<file path="src/rtl/adder_pkg.sv">
// ---------------------------------------------------------------------------
// adder_pkg
// Shared definitions for the registered (optionally approximate) adder.
//   DEFAULT_WIDTH       : default operand width in bits (legal 2..32)
//   DEFAULT_APPROX_BITS : default count of low-order bits computed with OR
//                         instead of a true add (0 = exact adder)
// ---------------------------------------------------------------------------
package adder_pkg;

    localparam int DEFAULT_WIDTH       = 8;
    localparam int DEFAULT_APPROX_BITS = 0;

    localparam int MIN_WIDTH = 2;
    localparam int MAX_WIDTH = 32;

endpackage : adder_pkg

</file>
<file path="src/rtl/adder_full_adder.sv">
// ---------------------------------------------------------------------------
// full_adder
// One-bit full adder cell, chained by the adder top to form the exact
// (upper) ripple-carry part of the sum.
//   a, b  : operand bits
//   cin   : carry from the next lower bit
//   s     : sum bit
//   cout  : carry to the next higher bit
// ---------------------------------------------------------------------------
module full_adder (
    input  logic a,
    input  logic b,
    input  logic cin,
    output logic s,
    output logic cout
);

    assign s    = a ^ b ^ cin;
    assign cout = (a & b) | (cin & (a ^ b));

endmodule : full_adder

</file>
<file path="src/rtl/adder.sv">
// ---------------------------------------------------------------------------
// adder
// Registered unsigned adder with an optional lower-part-OR approximation.
// The low APPROX_BITS bits are X|Y (with Cin folded into bit 0); the upper
// bits are an exact ripple-carry add whose carry-in is X[K-1]&Y[K-1].
// With APPROX_BITS = 0 the result is the exact X+Y+Cin.
//   clock : sole clock, rising edge
//   reset : asynchronous, active-high; clears Sum immediately
//   X, Y  : WIDTH-bit unsigned operands
//   Cin   : carry-in
//   Sum   : WIDTH+1-bit registered result, MSB is the carry-out
// Latency one cycle, a new operand set is accepted every cycle.
// ---------------------------------------------------------------------------
module adder
    import adder_pkg::*;
#(
    parameter int WIDTH       = DEFAULT_WIDTH,
    parameter int APPROX_BITS = DEFAULT_APPROX_BITS
) (
    input  logic             clock,
    input  logic             reset,
    input  logic [WIDTH-1:0] X,
    input  logic [WIDTH-1:0] Y,
    input  logic             Cin,
    output logic [WIDTH:0]   Sum
);

    // carry[i] is the carry into bit i of the exact part; carry[WIDTH] is
    // the carry-out, which becomes the result MSB.
    logic [WIDTH:APPROX_BITS] carry;
    logic [WIDTH:0]           sum_next;
    logic [WIDTH:0]           sum_reg;

    generate
        if (APPROX_BITS == 0) begin : g_exact_cin
            assign carry[0] = Cin;
        end else begin : g_lower_or
            // The exact part only sees the top approximate bit's generate
            // term; lower carries are deliberately dropped.
            assign carry[APPROX_BITS] = X[APPROX_BITS-1] & Y[APPROX_BITS-1];

            for (genvar gi = 0; gi < APPROX_BITS; gi++) begin : g_or_bit
                if (gi == 0) begin : g_bit0
                    // Cin has nowhere to ripple, so it is ORed into bit 0.
                    assign sum_next[gi] = X[gi] | Y[gi] | Cin;
                end else begin : g_bitn
                    assign sum_next[gi] = X[gi] | Y[gi];
                end
            end
        end

        for (genvar gi = APPROX_BITS; gi < WIDTH; gi++) begin : g_ripple
            full_adder u_fa (
                .a    (X[gi]),
                .b    (Y[gi]),
                .cin  (carry[gi]),
                .s    (sum_next[gi]),
                .cout (carry[gi+1])
            );
        end
    endgenerate

    assign sum_next[WIDTH] = carry[WIDTH];

    always_ff @(posedge clock or posedge reset) begin
        if (reset) begin
            sum_reg <= '0;
        end else begin
            sum_reg <= sum_next;
        end
    end

    assign Sum = sum_reg;

endmodule : adder

</file>
<file path="config.mk">
export PLATFORM = sky130hd
export DESIGN_NAME = adder
export DESIGN_NICKNAME = d
export VERILOG_FILES = /design/src/rtl/adder_pkg.sv /design/src/rtl/adder_full_adder.sv /design/src/rtl/adder.sv
export SDC_FILE = /design/constraint.sdc
export NUM_CORES = 1
export LEC_CHECK = 0
export CAP_MARGIN = 30
export CORE_AREA = 8 8 47 49
export CTS_BUF_LIST = sky130_fd_sc_hd__clkbuf_8
export DETAILED_ROUTE_END_ITERATION = 6
export DIE_AREA = 0 0 55 57
export GPL_TIMING_DRIVEN = 0
export PLACE_DENSITY = 0.71
export SLEW_MARGIN = 25
export SYNTH_ARGS = -nofsm -noshare
export SYNTH_HDL_FRONTEND = slang
export SYNTH_SLANG_ARGS = --single-unit
</file>
<file path="constraint.sdc">
create_clock -name clock -period 0.8 [get_ports clock]
set_input_delay 0.08 -clock clock [delete_from_list [all_inputs] [get_ports clock]]
set_output_delay 0.08 -clock clock [all_outputs]
set_load 0.05 [all_outputs]
</file>
==> impl_metrics.ini <==
[clock_network]
cts_setup_buffers = 0
cts-buffers-inserted = 3
path_clk_slew_ns = 0.04
cts_sinks = 9
cts-root-buf = clkbuf_8
clockBufferDepth = 2
h-tree-depth = 1
tritoncts = yes
hold_buffers = 0

[global_route]
first_global_vias = 333
antenna_found_initial = 0
busiest_layer = met2
use_met3_pct = 2.08
grtUsageMet2_pct = 8.27
grt_pass1_wl_um = 1380
grt_max_degree = 10
grt_use_met1_pct = 6.68
grt.overflow.total = 0
grt_usage_pct = 6.34

[routing]
vias = 292
vias_per_cell = 3.84
routedWlPerCell_um = 11.0
drc = 0
drt-pass1-iter-count = 2
drtAntennaViolNets = 0
drt_wl_total_um = 833
drtIter0Drc = 3

[outcome]
failed_checks = negative setup slack
status = finished, violations left

[layout]
drive_gt1_share_pct = 47.5
utilization_pct = 52.1
area_delta_synth_final_pct = 92.7
diodes = 0
nets = 87
largest_reg_flops = 9

[timing]
finalCritPeriodShare_pct = 357
setup_violations = 17
tightest_slew_ns = 0.314
finalHoldViolCount = 0
max_freq_mhz = 351
finalWorstSetupSlack_ns = -2.05
rsz0062_at_grt = yes
maxSlewViolCount = 0
slew_headroom_pct = 79.1
layout_min_cycle_time_ns = 2.85

[die]
core_sq_um = 1580
die_y_um = 57
initial_utilization_pct = 27.1
fp.dieW_um = 55
dieArea_sq_um = 3140
rows = 15
pin_count = 28

[worst_setup_path]
critical_path.max_fanout = 1
cp.required_ns = 0.97
worstSetupStartpointType = primary input
endpoint_kind = register
crit_type = in -> reg
worst_ep_arrival_time_ns = 3.03
crit_start = X[0]

[synthesis]
async_flop_share_pct = 100
yosys_warnings = 0
synth_commonest_cells = inv_1, dfrtp_1, fa_1
ys_ff_latch = 9
synth_flop_cell = dfrtp_1
postSynthCellCount = 28
syn_area_sq_um = 427
synth_top_cell_by_area = dfrtp_1
synth.avg_cell_area_sq_um = 15.2
synth_nets = 55
yosys.area.top_type_share_pct = 52.8
synth_cell_types = 3
synth-seq-area-share_pct = 52.8
synthTopCellsByArea = dfrtp_1, fa_1, inv_1
synth_edf_count = 0
synth_most_common_cell = inv_1

[place]
numPortBuffers = 27
preCtsSetupSlack_ns = -2.81
hpwl_um = 759
gp_congestion = 0.640

[hold_path]
hold_class = in -> async

[power_and_ir_drop]
p_leak_nw = 0.376
irDropWorstVdd_v = 0.000569
p_per_area_nw_per_um2 = 2200
fin_total_pwr_mw = 1.81

[flow_run]
cap_violations = 0
## critical path, stage by stage
cell and delay [ns]:
buf_8 0.11, inv_12 0.04, fa_2 0.17, inv_2 0.04, fa_2 0.33, fa_2 0.37, fa_2 0.34, fa_2 0.35
fa_2 0.35, fa_2 0.34, inv_2 0.06, fa_1 0.39, inv_1 0.06
## power by group
group / internal (mW) / total (mW) / switching (mW)
clock network: 0.339 / 0.520 / 0.181
logic: 0.294 / 0.716 / 0.422
registers: 0.539 / 0.576 / 0.0364
## cells in the final DEF (no fill, tap or decap), types with 2 or more instances in the layout
cell type,n
buf_8,2
inv_2,2
dlygate4sd2_1,2
fa_2,7
clkdlybuf4s50_1,13
inv_1,6
clkbuf_8,3
dfrtp_1,9
buf_6,10
## worst paths after layout
path                       endpoint  slack [ns]
setup / recovery             Sum[7]       -2.05
max in group asynchronous    Sum[0]        0.47
hold / removal               Sum[6]        0.09
min in group clock           Sum[0]        0.23
## per-layer routing
layer / vias up / share of wire (%)
met5: - / 0
met4: 0 / 6.4
met3: 5 / 14
met2: 20 / 47
met1: 133 / 32
li1: 134 / -
## timing repair
item | in CTS | in global routing
setup endpoints to repair | 18 | 17
gates cloned | 0 | 0
pin swaps | 8 | 8
gates resized for setup | 82 | 3
## per-stage QoR
stage	instance area, sq um	hold WS [ns]	cells	setup TNS, ns
2_1_floorplan	462	-0.0921	28	-9.97
3_3_place_gp	753	0.350	72	-19.27
3_5_place_dp	753	0.356	72	-19.40
4_1_cts	816	0.0996	76	-10.15
5_1_grt	822	0.125	76	-10.14
6_report	822	0.0928	76	-9.44
## cells by family after synthesis
group,Yosys count,synth area share [%]
buffers and inverters,11,9.68
flip-flops,9,52.8
adder cells (fa/ha/maj),8,37.5
## cell type report
| type | instances | area (sq um) |
|---|---|---|
| tap | 17 | 21.3 |
| fill | 143 | 754 |
| clock buffer | 3 | 41.3 |
| multi-input combinational | 8 | 178 |
| sequential | 9 | 225 |
| timing repair buffer | 27 | 290 |
| clock inverter | 1 | 5.00 |
| inverter | 11 | 61.3 |
(Power assumes the default switching activity.)
